--- config.mk ---
export PLATFORM = sky130hd
export DESIGN_NAME = fib_seq_gen_flat
export DESIGN_NICKNAME = d
export VERILOG_FILES = /design/src/rtl/fib_seq_gen_pkg.sv /design/src/rtl/fib_seq_gen_if.sv /design/src/rtl/fib_seq_gen_step.sv /design/src/rtl/fib_seq_gen.sv /design/src/flat_wrapper.sv
export SDC_FILE = /design/constraint.sdc
export NUM_CORES = 1
export LEC_CHECK = 0
export ABC_AREA = 1
export CAP_MARGIN = 20
export CORE_ASPECT_RATIO = 1.4
export CORE_UTILIZATION = 53
export DETAILED_ROUTE_END_ITERATION = 16
export GPL_TIMING_DRIVEN = 1
export PLACE_DENSITY = 0.81
export SYNTH_ARGS = -nofsm -noshare
export SYNTH_HDL_FRONTEND = slang
export SYNTH_SLANG_ARGS = --single-unit
--- constraint.sdc ---
create_clock -name i_clk -period 2.9 [get_ports i_clk]
set_clock_uncertainty 0.15 [all_clocks]
set_input_delay 0.435 -clock i_clk [delete_from_list [all_inputs] [get_ports i_clk]]
set_output_delay 0.435 -clock i_clk [all_outputs]
set_load 0.01 [all_outputs]
--- src/rtl/fib_seq_gen_pkg.sv ---
// Shared definitions for the generalised Fibonacci sequence generator:
// FSM state encoding and job mode constants.
package fib_pkg;

  // Controller states. The enum documents the encoding; the FSM itself
  // works on the plain logic constants below so that older tooling and
  // netlist probes keep seeing a fixed 2-bit vector.
  typedef enum logic [1:0] {
    FIB_IDLE = 2'b00,
    FIB_CALC = 2'b01,
    FIB_EMIT = 2'b10
  } fib_state_e;

  localparam logic [1:0] ST_IDLE = FIB_IDLE;
  localparam logic [1:0] ST_CALC = FIB_CALC;
  localparam logic [1:0] ST_EMIT = FIB_EMIT;

  // Job modes: return only term n, or stream terms 0..n.
  localparam logic FIB_MODE_SINGLE = 1'b0;
  localparam logic FIB_MODE_STREAM = 1'b1;

endpackage

--- src/rtl/fib_seq_gen_if.sv ---
// Request / result bundle of the sequence generator. The master side
// issues jobs and consumes beats; the slave side is the generator.
interface fib_seq_gen_if #(
  parameter int WIDTH   = 16,
  parameter int N_WIDTH = 8
);

  // Job request
  logic               i_stb;
  logic               i_mode;
  logic [N_WIDTH-1:0] i_n;
  logic [WIDTH-1:0]   i_seed0;
  logic [WIDTH-1:0]   i_seed1;

  // Beat handshake and status
  logic               i_ready;
  logic               o_busy;
  logic               o_valid;
  logic [WIDTH-1:0]   o_term;
  logic [N_WIDTH-1:0] o_index;
  logic               o_last;
  logic               o_ovf;

  modport master (
    output i_stb, i_mode, i_n, i_seed0, i_seed1, i_ready,
    input  o_busy, o_valid, o_term, o_index, o_last, o_ovf
  );

  modport slave (
    input  i_stb, i_mode, i_n, i_seed0, i_seed1, i_ready,
    output o_busy, o_valid, o_term, o_index, o_last, o_ovf
  );

endinterface

--- src/rtl/fib_seq_gen_step.sv ---
// One recurrence step: b_next = a + b with carry-based overflow tagging.
// Tags are sticky through the chain, so a term derived from an overflowed
// term is itself marked overflowed. With SATURATE set, every tagged term
// is clamped to all-ones; otherwise it wraps modulo 2^WIDTH.
module fib_step #(
  parameter int WIDTH    = 16,
  parameter int SATURATE = 1
) (
  input  logic [WIDTH-1:0] a_s,
  input  logic [WIDTH-1:0] b_s,
  input  logic             a_ovf_s,
  input  logic             b_ovf_s,
  output logic [WIDTH-1:0] b_next_s,
  output logic             b_ovf_next_s
);

  logic [WIDTH:0] sum_s;

  // Widened add, sticky overflow tag and optional clamp of the next term.
  always_comb begin
    sum_s        = {1'b0, a_s} + {1'b0, b_s};
    b_ovf_next_s = sum_s[WIDTH] | a_ovf_s | b_ovf_s;
    if ((SATURATE != 0) && b_ovf_next_s) begin
      b_next_s = '1;
    end else begin
      b_next_s = sum_s[WIDTH-1:0];
    end
  end

endmodule

--- src/rtl/fib_seq_gen.sv ---
// Generalised Fibonacci (Lucas-type) sequence generator.
// A strobe in IDLE starts a job from two seeds. Single mode walks the
// recurrence silently up to term n and emits one beat; stream mode emits
// every term 0..n over a valid/ready handshake. All status outputs are
// flops; the beat payload comes straight from the a/k registers, so
// i_ready never reaches an output combinationally.
module fib_seq_gen
  import fib_pkg::*;
#(
  parameter int WIDTH    = 16,
  parameter int N_WIDTH  = 8,
  parameter int SATURATE = 1
) (
  input  logic          i_clk,
  input  logic          i_reset_n,
  fib_seq_gen_if.slave  bus
);

  // Architectural state
  logic [1:0]         state_r;
  logic [WIDTH-1:0]   a_r;
  logic [WIDTH-1:0]   b_r;
  logic               a_ovf_r;
  logic               b_ovf_r;
  logic [N_WIDTH-1:0] k_r;
  logic [N_WIDTH-1:0] n_r;
  logic               mode_r;

  // Registered outputs
  logic               busy_r;
  logic               valid_r;
  logic               last_r;
  logic               ovf_r;

  // Next-state values
  logic [1:0]         state_s;
  logic [WIDTH-1:0]   a_s;
  logic [WIDTH-1:0]   b_s;
  logic               a_ovf_s;
  logic               b_ovf_s;
  logic [N_WIDTH-1:0] k_s;
  logic [N_WIDTH-1:0] n_s;
  logic               mode_s;
  logic               ovf_base_s;
  logic               ovf_s;
  logic               last_s;

  // Step datapath outputs
  logic [WIDTH-1:0]   step_b_s;
  logic               step_b_ovf_s;

  fib_step #(
    .WIDTH    (WIDTH),
    .SATURATE (SATURATE)
  ) u_step (
    .a_s          (a_r),
    .b_s          (b_r),
    .a_ovf_s      (a_ovf_r),
    .b_ovf_s      (b_ovf_r),
    .b_next_s     (step_b_s),
    .b_ovf_next_s (step_b_ovf_s)
  );

  // FSM: job acceptance, silent calculation and beat emission.
  always_comb begin
    state_s    = state_r;
    a_s        = a_r;
    b_s        = b_r;
    a_ovf_s    = a_ovf_r;
    b_ovf_s    = b_ovf_r;
    k_s        = k_r;
    n_s        = n_r;
    mode_s     = mode_r;
    ovf_base_s = ovf_r;
    case (state_r)
      ST_IDLE: begin
        if (bus.i_stb) begin
          n_s        = bus.i_n;
          mode_s     = bus.i_mode;
          a_s        = bus.i_seed0;
          b_s        = bus.i_seed1;
          a_ovf_s    = 1'b0;
          b_ovf_s    = 1'b0;
          k_s        = '0;
          ovf_base_s = 1'b0;
          state_s    = (bus.i_mode == FIB_MODE_SINGLE) ? ST_CALC : ST_EMIT;
        end else begin
          state_s = ST_IDLE;
        end
      end
      ST_CALC: begin
        if (k_r == n_r) begin
          state_s = ST_EMIT;
        end else begin
          a_s     = b_r;
          a_ovf_s = b_ovf_r;
          b_s     = step_b_s;
          b_ovf_s = step_b_ovf_s;
          k_s     = k_r + N_WIDTH'(1);
        end
      end
      ST_EMIT: begin
        if (valid_r && bus.i_ready) begin
          if (last_r) begin
            state_s = ST_IDLE;
          end else if (mode_r == FIB_MODE_STREAM) begin
            a_s     = b_r;
            a_ovf_s = b_ovf_r;
            b_s     = step_b_s;
            b_ovf_s = step_b_ovf_s;
            k_s     = k_r + N_WIDTH'(1);
          end else begin
            // Single mode always presents its only beat as last.
            state_s = ST_IDLE;
          end
        end else begin
          state_s = ST_EMIT;
        end
      end
      default: begin
        state_s = ST_IDLE;
      end
    endcase
  end

  // Output decode of the next state: overflow only counts for terms that
  // are actually presented, never for the look-ahead term in b.
  always_comb begin
    ovf_s  = ovf_base_s | ((state_s == ST_EMIT) & a_ovf_s);
    last_s = (state_s == ST_EMIT) && (k_s == n_s);
  end

  // State, datapath and output registers with asynchronous clear.
  always_ff @(posedge i_clk or negedge i_reset_n) begin
    if (!i_reset_n) begin
      state_r <= ST_IDLE;
      a_r     <= '0;
      b_r     <= '0;
      a_ovf_r <= 1'b0;
      b_ovf_r <= 1'b0;
      k_r     <= '0;
      n_r     <= '0;
      mode_r  <= FIB_MODE_SINGLE;
      busy_r  <= 1'b0;
      valid_r <= 1'b0;
      last_r  <= 1'b0;
      ovf_r   <= 1'b0;
    end else begin
      state_r <= state_s;
      a_r     <= a_s;
      b_r     <= b_s;
      a_ovf_r <= a_ovf_s;
      b_ovf_r <= b_ovf_s;
      k_r     <= k_s;
      n_r     <= n_s;
      mode_r  <= mode_s;
      busy_r  <= (state_s != ST_IDLE);
      valid_r <= (state_s == ST_EMIT);
      last_r  <= last_s;
      ovf_r   <= ovf_s;
    end
  end

  assign bus.o_busy  = busy_r;
  assign bus.o_valid = valid_r;
  assign bus.o_term  = a_r;
  assign bus.o_index = k_r;
  assign bus.o_last  = last_r;
  assign bus.o_ovf   = ovf_r;

endmodule

--- src/flat_wrapper.sv ---
// flat-port wrapper written by rule: the top's interface ports become plain ports
module fib_seq_gen_flat import fib_pkg::*;
#(
  parameter int WIDTH    = 16,
  parameter int N_WIDTH  = 8,
  parameter int SATURATE = 1
)
  (i_clk, i_reset_n, bus_i_stb, bus_i_mode, bus_i_n, bus_i_seed0, bus_i_seed1, bus_i_ready, bus_o_busy, bus_o_valid, bus_o_term, bus_o_index, bus_o_last, bus_o_ovf);
  fib_seq_gen_if #(.WIDTH(WIDTH), .N_WIDTH(N_WIDTH)) bus_i ();
  input  logic i_clk;
  input  logic i_reset_n;
  input wire logic [$bits(bus_i.i_stb)-1:0] bus_i_stb;
  input wire logic [$bits(bus_i.i_mode)-1:0] bus_i_mode;
  input wire logic [$bits(bus_i.i_n)-1:0] bus_i_n;
  input wire logic [$bits(bus_i.i_seed0)-1:0] bus_i_seed0;
  input wire logic [$bits(bus_i.i_seed1)-1:0] bus_i_seed1;
  input wire logic [$bits(bus_i.i_ready)-1:0] bus_i_ready;
  output wire logic [$bits(bus_i.o_busy)-1:0] bus_o_busy;
  output wire logic [$bits(bus_i.o_valid)-1:0] bus_o_valid;
  output wire logic [$bits(bus_i.o_term)-1:0] bus_o_term;
  output wire logic [$bits(bus_i.o_index)-1:0] bus_o_index;
  output wire logic [$bits(bus_i.o_last)-1:0] bus_o_last;
  output wire logic [$bits(bus_i.o_ovf)-1:0] bus_o_ovf;
  assign bus_i.i_stb = bus_i_stb;
  assign bus_i.i_mode = bus_i_mode;
  assign bus_i.i_n = bus_i_n;
  assign bus_i.i_seed0 = bus_i_seed0;
  assign bus_i.i_seed1 = bus_i_seed1;
  assign bus_i.i_ready = bus_i_ready;
  assign bus_o_busy = bus_i.o_busy;
  assign bus_o_valid = bus_i.o_valid;
  assign bus_o_term = bus_i.o_term;
  assign bus_o_index = bus_i.o_index;
  assign bus_o_last = bus_i.o_last;
  assign bus_o_ovf = bus_i.o_ovf;
  fib_seq_gen #(.WIDTH(WIDTH), .N_WIDTH(N_WIDTH), .SATURATE(SATURATE)) u_core (.i_clk(i_clk), .i_reset_n(i_reset_n), .bus(bus_i));
endmodule
==> results.yml, run 1 <==
drt:
  detailroute.via_count: 3798
  detailedRoute.firstPassIterationCount: 4
  detail_route_antenna_nets: 0
  post_drt_via_cell_ratio: 5.31
  drt_iter0_markers: 198
  wl_mm: 9.58
  remaining_drc_errors: 0
  avgRoutedWirePerCell_um: 13.4
clock_tree:
  cts_max_level: 3
  cts.hold.buffers_added: 0
  cts_max_path_buffers: 2
  clk_latency_ns: 0.34
  clockRootBuffer: "sky130_fd_sc_hd__clkbuf_8"
  cts_inserted_buffers: 9
  tritoncts: "yes"
  cts-resized-gates: 0
  cts_clock_pin_slew_for_the_worst_setup_and_hold_paths_ns: 0.06
  postCtsSetupRepairBufs: 0
  clock_sink_count: 57
power_and_ir_drop:
  vdd.ir_drop.worst_mv: 0.669
  power.density_cell_area_mw_per_mm2: 1210
  total_switching_power_w: 0.00283
  comb_power_share: 0.625
  power_leakage_nw: 2.40
  switching_share: 0.469
  p_int_w: 0.00320
  power.share.clock: 0.135
  seqPwrFrac: 0.241
die:
  num_rows: 36
  fp.dieArea_mm2: 0.00779
  floorplan.die.width_um: 74.9
  chipHeight_um: 104
  ios: 73
  core_area_mm2: 0.00707
  starting_utilization_of_the_core_area: 0.557
cells_and_area:
  final_cell_mix: "sky130_fd_sc_hd__nand2_1, sky130_fd_sc_hd__clkdlybuf4s50_1, sky130_fd_sc_hd__nor2_1, sky130_fd_sc_hd__dfrtp_1, sky130_fd_sc_hd__inv_1"
  ff_latch_area_mm2: 0.00143
  post_route_cells_drive_above_1_share: 0.0984
  multi_input_comb_area_mm2: 0.00224
  final_core_utilization: 0.704
  layout.cell_area.non_filler_mm2: 0.00498
  num-fill-cells: 623
  num_antenna_cells: 0
  layout.cells.most_common: "sky130_fd_sc_hd__nand2_1"
  finalNonFillerCells: 715
  syn_to_final_growth_pct: 26.3
  final_nets: 683
timing:
  finalCritPeriodShare: 0.893
  min_period_ns: 2.59
  clock.fmax_mhz: 386
  max-slew-margin-rel: 0.427
  finalHoldViolations: 0
  setup-violations-final: 0
  tns_ns: 0
  final_critical_path_setup_slack_ns: 0.310
  timing.final.max_slew_violations: 0
  setup_repair_after_global_routing_missed_its_margin: "false"
  worst_slew_pin_slew_ns: 0.859
setup_path:
  highest_net_fanout_along_the_worst_path: 12
  reg2reg_slack_ns: 0.31
  reg2regPathDepth: 13
  critPathCaptureType: "flip-flop"
  startpoint_type: "flip-flop"
  timing.critical_path.arrival_ns: 2.66
  critical_path_required_ns: 2.97
  worstSetupPathType: "reg2reg"
yosys:
  post_synthesis_instance_total: 539
  synth_cell_types: 41
  yosys_warnings: 0
  synth-seq-area-share: 0.362
  synth_top_flop_cell: "sky130_fd_sc_hd__dfrtp_1"
  synth_async_sr_flop_share: 1.00
  seq_cells_post_synth: 57
  synth.cell_area_mm2: 0.00394
  synth_area_per_cell_um2: 7.31
  synth_edf_count: 0
  postSynthNetCount: 606
placement:
  place_worst_setup_slack_ns: 0.322
  place.detailed.hpwl_mm: 7.43
  placed_cells_incl_taps: 700
  globalplace.congestion: 0.900
  dpl_cell_area_mm2: 0.00477
  port_buffers: 72
global_route:
  grt_first_pass_wirelength_mm: 16.1
  antenna_violations_before_repair: 0
  gr-usage-all-layers: 0.270
  grt.overflow.total: 0
  number_of_global_route_vias_before_repair: 3853
  grt_max_degree: 41
job:
  drv_cap: 0
hold_path:
  worst_hold_path_type: "in2async"
status:
  result_of_the_run: "complete, no violations"
==> critical path: stages, from the launching register on <==
cell	delay, ns
sky130_fd_sc_hd__dfrtp_1	0.40
sky130_fd_sc_hd__ha_1	0.24
sky130_fd_sc_hd__fa_1	0.39
sky130_fd_sc_hd__nand2_1	0.09
sky130_fd_sc_hd__nand2_1	0.06
sky130_fd_sc_hd__o21ai_1	0.15
sky130_fd_sc_hd__o21ai_2	0.13
sky130_fd_sc_hd__nand3_1	0.09
sky130_fd_sc_hd__o2111ai_1	0.16
sky130_fd_sc_hd__nand2_1	0.10
sky130_fd_sc_hd__nand2_1	0.08
sky130_fd_sc_hd__buf_4	0.21
sky130_fd_sc_hd__nor3_1	0.13
sky130_fd_sc_hd__o21ai_0	0.09
==> metal layers <==
layer / share of wire / vias up / wire length, um / track usage
met5: 0 / - / 0 / 0
met4: 0.025 / 0 / 235 / 0.139
met3: 0.039 / 23 / 371 / 0.0504
met2: 0.53 / 96 / 5120 / 0.483
met1: 0.40 / 1753 / 3860 / 0.290
li1: - / 1926 / - / -
==> per-stage QoR <==
stage | hold slack (ns) | total power [W]
2_1_floorplan | -0.0106 | 0.00417
3_3_place_gp | 0.340 | 0.00514
3_5_place_dp | 0.346 | 0.00524
4_1_cts | 0.0715 | 0.00608
5_1_grt | 0.121 | 0.00661
6_report | 0.0536 | 0.00603
==> cell families (layout without fill, tap and decap cells) <==
logic type      Yosys count  after routing  share of synthesized area
compound gates           91             91                      0.138
xor+xnor                 19             19                     0.0422
fa+ha+maj                22             22                     0.0718
buf+inv                  65            146                     0.0695
flops                    57             57                      0.362
simple gates            285            285                      0.317
==> flip-flops by register name (all words and copies together) (netlist names) <==
name,cells
u_core.bus.o_busy,1
u_core.bus.o_valid,1
u_core.bus.o_ovf,1
u_core.mode_r,1
u_core.state_r,2
u_core.n_r,8
u_core.bus.o_term,16
u_core.bus.o_index,8
u_core.b_r,16
u_core.bus.o_last,1
u_core.a_ovf_r,1
u_core.b_ovf_r,1
==> cell usage after synthesis (2+ instances only) <==
cell,instances,share of area
sky130_fd_sc_hd__nand2_1,157,0.15
sky130_fd_sc_hd__or2_2,4,0.0064
sky130_fd_sc_hd__o21ai_1,12,0.015
sky130_fd_sc_hd__clkbuf_1,7,0.0067
sky130_fd_sc_hd__o31ai_1,16,0.030
sky130_fd_sc_hd__a21o_1,4,0.0076
sky130_fd_sc_hd__nor2_4,2,0.0057
sky130_fd_sc_hd__nand3_1,33,0.042
sky130_fd_sc_hd__dfrtp_1,57,0.36
sky130_fd_sc_hd__buf_2,7,0.0089
sky130_fd_sc_hd__xor2_1,10,0.022
sky130_fd_sc_hd__inv_1,41,0.039
sky130_fd_sc_hd__nor2_1,60,0.057
sky130_fd_sc_hd__nor2_2,3,0.0048
sky130_fd_sc_hd__buf_6,2,0.0057
sky130_fd_sc_hd__inv_2,6,0.0057
sky130_fd_sc_hd__ha_1,21,0.067
sky130_fd_sc_hd__nor3_1,6,0.0076
sky130_fd_sc_hd__nand2_2,9,0.014
sky130_fd_sc_hd__o21ai_0,31,0.039
sky130_fd_sc_hd__nand4_1,3,0.0048
sky130_fd_sc_hd__a21oi_1,17,0.022
sky130_fd_sc_hd__xnor2_1,9,0.020
sky130_fd_sc_hd__nand3_2,4,0.010
sky130_fd_sc_hd__o21ai_2,2,0.0044
==> power groups by stage <==
stage	Combinational (W)	Sequential [W]	Clock (W)
after floorplan	0.00271	0.00146	0
after global placement	0.00369	0.00145	0
final	0.00377	0.00145	0.000813
after global routing	0.00426	0.00149	0.000862
after detailed placement	0.00378	0.00146	0
after CTS	0.00380	0.00145	0.000830
==> layout make-up <==
cell class              instances  area share
clock buffers                  12      0.0292
clock inverters                 3      0.0131
inverters                      48      0.0367
multi-input cells             417       0.450
flip-flops and latches         57       0.287
well taps                      95      0.0239
repair buffers                 83       0.160
==> final timing paths <==
kind                                                   end                             start
setup / recovery                 u_core.b_r[0]$_DFFE_PN0P_  u_core.bus.o_term[0]$_DFFE_PN0P_
hold / removal             u_core.bus.o_index[2]$_DFF_PN0_                         i_reset_n
setup reg to reg                 u_core.b_r[0]$_DFFE_PN0P_  u_core.bus.o_term[0]$_DFFE_PN0P_
hold reg to reg                 u_core.b_r[14]$_DFFE_PN0P_        u_core.b_r[14]$_DFFE_PN0P_
max in group asynchronous        u_core.b_r[7]$_DFFE_PN0P_                         i_reset_n
min in group i_clk              u_core.b_r[14]$_DFFE_PN0P_        u_core.b_r[14]$_DFFE_PN0P_
(Power assumes the default switching activity.)
==> run 2, diff against run 1 <==
--- a/config.mk
+++ b/config.mk
@@ -6,6 +6,7 @@
 export NUM_CORES = 1
 export LEC_CHECK = 0
 export ABC_AREA = 1
+export ABC_CLOCK_PERIOD_IN_PS = 2900
 export CAP_MARGIN = 20
 export CORE_ASPECT_RATIO = 1.4
 export CORE_UTILIZATION = 53
==> constraint.sdc (replaced) <==
create_clock -name i_clk -period 2.9 [get_ports i_clk]
set_clock_uncertainty 0.15 [all_clocks]
set_input_delay 0.58 -clock i_clk [delete_from_list [all_inputs] [get_ports i_clk]]
set_output_delay 0.58 -clock i_clk [all_outputs]
set_load 0.01 [all_outputs]
==> run 2 against run 1 <==
Net effect: sequential power barely moved; highest routed layer unchanged; utilization is 0.071 points higher; design area increased by 0.10%; flip-flop and latch count unchanged; largest cell class unchanged; clock power fell by 6.5%; global-route usage up 1.5 points; die area unchanged; largest power group unchanged.
==> results.yml, run 2 (synthesis results as in run 1) <==
global_route:
  grt_first_pass_wirelength_mm: 16.9
  number_of_global_route_vias_before_repair: 3855
  gr-usage-all-layers: 0.285
  antenna_violations_before_repair: 0
  grt_max_degree: 41
  grt.overflow.total: 0
setup_path:
  reg2regPathDepth: 13
  critical_path_required_ns: 2.98
  startpoint_type: "flip-flop"
  timing.critical_path.arrival_ns: 2.79
  critical_path.reg2reg.endpoint: "u_core.b_r[0]$_DFFE_PN0P_"
  critPathCaptureType: "flip-flop"
  r2r-start: "u_core.bus.o_term[0]$_DFFE_PN0P_"
  reg2reg_slack_ns: 0.19
  highest_net_fanout_along_the_worst_path: 12
  worstSetupPathType: "reg2reg"
die:
  fp.dieArea_mm2: 0.00779
  starting_utilization_of_the_core_area: 0.557
  ios: 73
  chipHeight_um: 104
  core_area_mm2: 0.00707
  floorplan.die.width_um: 74.9
  num_rows: 36
clock_tree:
  clock_sink_count: 57
  postCtsSetupRepairBufs: 0
  cts.hold.buffers_added: 0
  clk_latency_ns: 0.35
  cts_max_path_buffers: 2
  cts_inserted_buffers: 9
  cts_max_level: 3
  tritoncts: "yes"
  clockRootBuffer: "sky130_fd_sc_hd__clkbuf_8"
  cts_clock_pin_slew_for_the_worst_setup_and_hold_paths_ns: 0.06
drt:
  detail_route_antenna_nets: 0
  avgRoutedWirePerCell_um: 14.1
  detailroute.via_count: 3854
  post_drt_via_cell_ratio: 5.40
  detailedRoute.firstPassIterationCount: 4
  remaining_drc_errors: 0
  wl_mm: 10.1
  drt_iter0_markers: 146
timing:
  clock.fmax_mhz: 369
  finalHoldViolations: 0
  worst_slew_pin_slew_ns: 0.687
  setup-violations-final: 0
  tns_ns: 0
  max-slew-margin-rel: 0.542
  setup_repair_after_global_routing_missed_its_margin: "true"
  min_period_ns: 2.71
  timing.final.max_slew_violations: 0
  finalCritPeriodShare: 0.934
cells_and_area:
  final_cell_mix: "sky130_fd_sc_hd__nand2_1, sky130_fd_sc_hd__clkdlybuf4s50_1, sky130_fd_sc_hd__nor2_1, sky130_fd_sc_hd__dfrtp_1, sky130_fd_sc_hd__inv_1"
  final_core_utilization: 0.704
  syn_to_final_growth_pct: 26.4
  layout.cell_area.non_filler_mm2: 0.00498
  num_antenna_cells: 0
  post_route_cells_drive_above_1_share: 0.102
  finalNonFillerCells: 714
  final_nets: 681
  layout.cells.most_common: "sky130_fd_sc_hd__nand2_1"
placement:
  port_buffers: 72
  place.detailed.hpwl_mm: 7.55
  placed_cells_incl_taps: 698
  dpl_cell_area_mm2: 0.00476
  globalplace.congestion: 0.953
power_and_ir_drop:
  vdd.ir_drop.worst_mv: 0.708
  report.power.total_w: 0.00604
  power_leakage_nw: 2.41
  power.density_cell_area_mw_per_mm2: 1210
hold_path:
  worst_hold_path_type: "in2async"
job:
  drv_cap: 0
status:
  result_of_the_run: "complete, no violations"
-- run 2: changes by cell type in the layout (fill, tap and decap cells not counted) --
cell and delta:
sky130_fd_sc_hd__buf_12 +1, sky130_fd_sc_hd__nor2_2 +1, sky130_fd_sc_hd__buf_4 -4, sky130_fd_sc_hd__nor2_1 -1, sky130_fd_sc_hd__buf_6 +1, sky130_fd_sc_hd__clkbuf_1 -2, sky130_fd_sc_hd__clkbuf_8 +5, sky130_fd_sc_hd__bufinv_16 -2
-- run 2: worst max path at each step --
stage	startpoint	to	slack (ns)	depth (start not counted)
CTS	u_core.bus.o_term[0]$_DFFE_PN0P_	u_core.b_r[11]$_DFFE_PN0P_	0.18	14
global route	u_core.bus.o_term[0]$_DFFE_PN0P_	u_core.b_r[11]$_DFFE_PN0P_	-0.01	14
finish	u_core.bus.o_term[0]$_DFFE_PN0P_	u_core.b_r[0]$_DFFE_PN0P_	0.19	13
detailed placement	u_core.bus.o_term[0]$_DFFE_PN0P_	u_core.b_r[11]$_DFFE_PN0P_	0.21	14
global placement	u_core.bus.o_term[0]$_DFFE_PN0P_	u_core.b_r[11]$_DFFE_PN0P_	0.24	14
floorplan	u_core.bus.o_term[0]$_DFFE_PN0P_	u_core.b_r[6]$_DFFE_PN0P_	0.52	13
-- run 2: through the flow --
stage	setup WS, ns	hold WS (ns)
after CTS	0.176	0.143
after global routing	-0.0125	0.169
final	0.192	0.123
after global placement	0.242	0.350
after detailed placement	0.208	0.349
after floorplan	0.524	0.134
-- run 2: timing repair --
item                                    in CTS  in global routing
gates resized for setup                      0                  2
endpoints found under the setup margin       0                  5
endpoints found under the hold margin        0                  0
-- run 2: final cells by class --
class | count | area [um2]
clock buffer | 15 | 206
inverter | 48 | 183
tap | 95 | 119
timing repair buffer | 81 | 800
fill | 623 | 2090
sequential | 57 | 1430
multi-input combinational | 417 | 2240
clock inverter | 1 | 5.00
-- run 2: metal layers --
metal	track usage	part of all wire	vias to the layer above
li1	-	-	1906
met1	0.300	0.38	1804
met2	0.514	0.54	117
met3	0.0601	0.045	27
met4	0.142	0.036	0
met5	0	0	-
-- run 2: power breakdown --
| part | internal (W) | switching [W] |
|---|---|---|
| Combinational | 0.00155 | 0.00226 |
| Sequential | 0.00116 | 0.000311 |
| Clock | 0.000449 | 0.000312 |
| Total | 0.00316 | 0.00288 |
-- run 2: critical path, stage by stage (launching register included) --
cell and delay (ns):
sky130_fd_sc_hd__dfrtp_1 0.41, sky130_fd_sc_hd__ha_1 0.25, sky130_fd_sc_hd__fa_1 0.39, sky130_fd_sc_hd__nand2_1 0.09
sky130_fd_sc_hd__nand2_1 0.05, sky130_fd_sc_hd__o21ai_1 0.14, sky130_fd_sc_hd__o21ai_2 0.14, sky130_fd_sc_hd__nand3_1 0.09
sky130_fd_sc_hd__o2111ai_1 0.19, sky130_fd_sc_hd__nand2_1 0.13, sky130_fd_sc_hd__nand2_1 0.13, sky130_fd_sc_hd__buf_6 0.20
sky130_fd_sc_hd__nor3_1 0.13, sky130_fd_sc_hd__o21ai_0 0.09
==> run 3, diff against run 2 <==
--- a/config.mk
+++ b/config.mk
@@ -6,13 +6,12 @@
 export NUM_CORES = 1
 export LEC_CHECK = 0
 export ABC_AREA = 1
-export ABC_CLOCK_PERIOD_IN_PS = 2900
+export ABC_CLOCK_PERIOD_IN_PS = 3400
 export CAP_MARGIN = 20
 export CORE_ASPECT_RATIO = 1.4
-export CORE_UTILIZATION = 53
+export CORE_UTILIZATION = 30
 export DETAILED_ROUTE_END_ITERATION = 16
 export GPL_TIMING_DRIVEN = 1
-export PLACE_DENSITY = 0.81
 export SYNTH_ARGS = -nofsm -noshare
 export SYNTH_HDL_FRONTEND = slang
 export SYNTH_SLANG_ARGS = --single-unit
==> constraint.sdc (replaced) <==
create_clock -name i_clk -period 3.4 [get_ports i_clk]
set_clock_uncertainty 0.15 [all_clocks]
set_input_delay 0.68 -clock i_clk [delete_from_list [all_inputs] [get_ports i_clk]]
set_output_delay 0.68 -clock i_clk [all_outputs]
set_load 0.01 [all_outputs]
==> run 3 against run 2 <==
Net effect: routed wire length is 9.0% higher; final cell count grew 7.8%; register-to-register slack improved by 0.54 ns; critical path type unchanged.
==> results.yml, run 3 (synthesis results as in run 1) <==
timing:
  tns_ns: 0
  worst_slew_pin_slew_ns: 0.772
  setup_repair_after_global_routing_missed_its_margin: "false"
  setup-violations-final: 0
  finalCritPeriodShare: 0.784
  min_period_ns: 2.66
  finalHoldViolations: 0
  timing.final.max_slew_violations: 0
  max-slew-margin-rel: 0.485
  clock.fmax_mhz: 375
  hold_ws_ns: 0.237
  final_critical_path_setup_slack_ns: 0.735
job:
  drv_cap: 0
placement:
  globalplace.congestion: 0.955
  place_worst_setup_slack_ns: 0.661
  port_buffers: 72
  place.detailed.hpwl_mm: 8.23
drt:
  post_drt_via_cell_ratio: 4.89
  remaining_drc_errors: 0
  detail_route_antenna_nets: 0
  detailroute.via_count: 3766
  drt_iter0_markers: 156
  avgRoutedWirePerCell_um: 14.3
  wl_mm: 11.0
  detailedRoute.firstPassIterationCount: 4
setup_path:
  critPathCaptureType: "flip-flop"
  critical_path_required_ns: 3.46
  timing.critical_path.arrival_ns: 2.73
  startpoint_type: "flip-flop"
  worstSetupPathType: "reg2reg"
  highest_net_fanout_along_the_worst_path: 8
die:
  ios: 73
  core_area_mm2: 0.0128
  fp.dieArea_mm2: 0.0136
  num_rows: 49
  floorplan.die.width_um: 98.9
  starting_utilization_of_the_core_area: 0.307
  chipHeight_um: 138
clock_tree:
  postCtsSetupRepairBufs: 0
  clk_latency_ns: 0.33
  cts.hold.buffers_added: 0
  cts-resized-gates: 0
  cts_clock_pin_slew_for_the_worst_setup_and_hold_paths_ns: 0.05
  cts_max_path_buffers: 2
  clock_sink_count: 57
  clockRootBuffer: "sky130_fd_sc_hd__clkbuf_16"
  cts_inserted_buffers: 9
  tritoncts: "yes"
  cts_max_level: 3
power_and_ir_drop:
  power_leakage_nw: 2.43
  power.density_cell_area_mw_per_mm2: 1060
  vdd.ir_drop.worst_mv: 0.531
global_route:
  grt_first_pass_wirelength_mm: 18.3
  global_route.usage.met2: 0.317
  global_routing_s_busiest_layer: "met2"
  antenna_violations_before_repair: 0
  gr-usage-all-layers: 0.174
  grt.overflow.total: 0
  number_of_global_route_vias_before_repair: 3824
  global_route.usage.met3: 0.0289
  grt_use_met1: 0.196
  grt_max_degree: 41
cells_and_area:
  post_route_cells_drive_above_1_share: 0.0956
  num_antenna_cells: 0
  final_cell_mix: "sky130_fd_sc_hd__nand2_1, sky130_fd_sc_hd__clkdlybuf4s50_1, sky130_fd_sc_hd__nor2_1, sky130_fd_sc_hd__dfrtp_1, sky130_fd_sc_hd__inv_1"
  layout.cells.most_common: "sky130_fd_sc_hd__nand2_1"
  final_nets: 679
  syn_to_final_growth_pct: 29.9
hold_path:
  worst_hold_path_type: "in2async"
status:
  result_of_the_run: "complete, no violations"
-- run 3: worst max-delay path: stages, from the launching register on --
cell                        delay [ns]
sky130_fd_sc_hd__dfrtp_1          0.39
sky130_fd_sc_hd__ha_1             0.23
sky130_fd_sc_hd__fa_1             0.38
sky130_fd_sc_hd__nand2_1          0.09
sky130_fd_sc_hd__nand2_1          0.06
sky130_fd_sc_hd__o21ai_1          0.15
sky130_fd_sc_hd__o21ai_2          0.13
sky130_fd_sc_hd__nand3_1          0.09
sky130_fd_sc_hd__o2111ai_1        0.14
sky130_fd_sc_hd__nand2_1          0.09
sky130_fd_sc_hd__nand2_1          0.17
sky130_fd_sc_hd__buf_4            0.23
sky130_fd_sc_hd__nor3_1           0.15
sky130_fd_sc_hd__o21ai_1          0.09
-- run 3: area by class of cell --
class | count | area (um2)
Fill cell | 1343 | 7690
Multi-Input combinational cell | 417 | 2240
Sequential cell | 57 | 1430
Timing Repair Buffer | 79 | 768
Clock buffer | 10 | 229
Tap cell | 153 | 191
Inverter | 48 | 183
Clock inverter | 6 | 82.6
-- run 3: where the power goes --
part	switching [W]	leakage [nW]	total, W	internal, W
Combinational	0.00193	1.58	0.00323	0.00130
Clock	0.000321	0.152	0.000957	0.000637
Sequential	0.000269	0.696	0.00126	0.000987
Total	0.00252	2.43	0.00544	0.00292
-- run 3: path summary, 6_finish.rpt --
kind	start	to	slack, ns	cells after the start
setup / recovery	u_core.bus.o_term[0]$_DFFE_PN0P_	u_core.b_r[6]$_DFFE_PN0P_	0.74	13
hold / removal	i_reset_n	u_core.n_r[2]$_DFF_PN0_	0.24	1
setup reg to reg	u_core.bus.o_term[0]$_DFFE_PN0P_	u_core.b_r[6]$_DFFE_PN0P_	0.74	13
hold reg to reg	u_core.b_r[0]$_DFFE_PN0P_	u_core.b_r[0]$_DFFE_PN0P_	0.36	2
max in group asynchronous	i_reset_n	u_core.bus.o_term[11]$_DFFE_PN0P_	2.17	2
min in group i_clk	u_core.b_r[0]$_DFFE_PN0P_	u_core.b_r[0]$_DFFE_PN0P_	0.36	2
-- run 3: per-layer routing --
layer | share of wire | wire length (um)
met4 | 0.027 | 292
met1 | 0.43 | 4680
met5 | 0 | 0
met3 | 0.038 | 413
met2 | 0.51 | 5590
-- run 3: per-stage QoR --
| step | power, W | util | cell area, um2 | instances |
|---|---|---|---|---|
| floorplan | 0.00356 | - | 3940 | 539 |
| global placement | 0.00445 | 0.375 | 4810 | 754 |
| detailed placement | 0.00448 | 0.375 | 4810 | 754 |
| CTS | 0.00549 | 0.400 | 5120 | 770 |
| global route | 0.00596 | 0.400 | 5120 | 770 |
| finish | 0.00544 | 0.400 | 5120 | 770 |
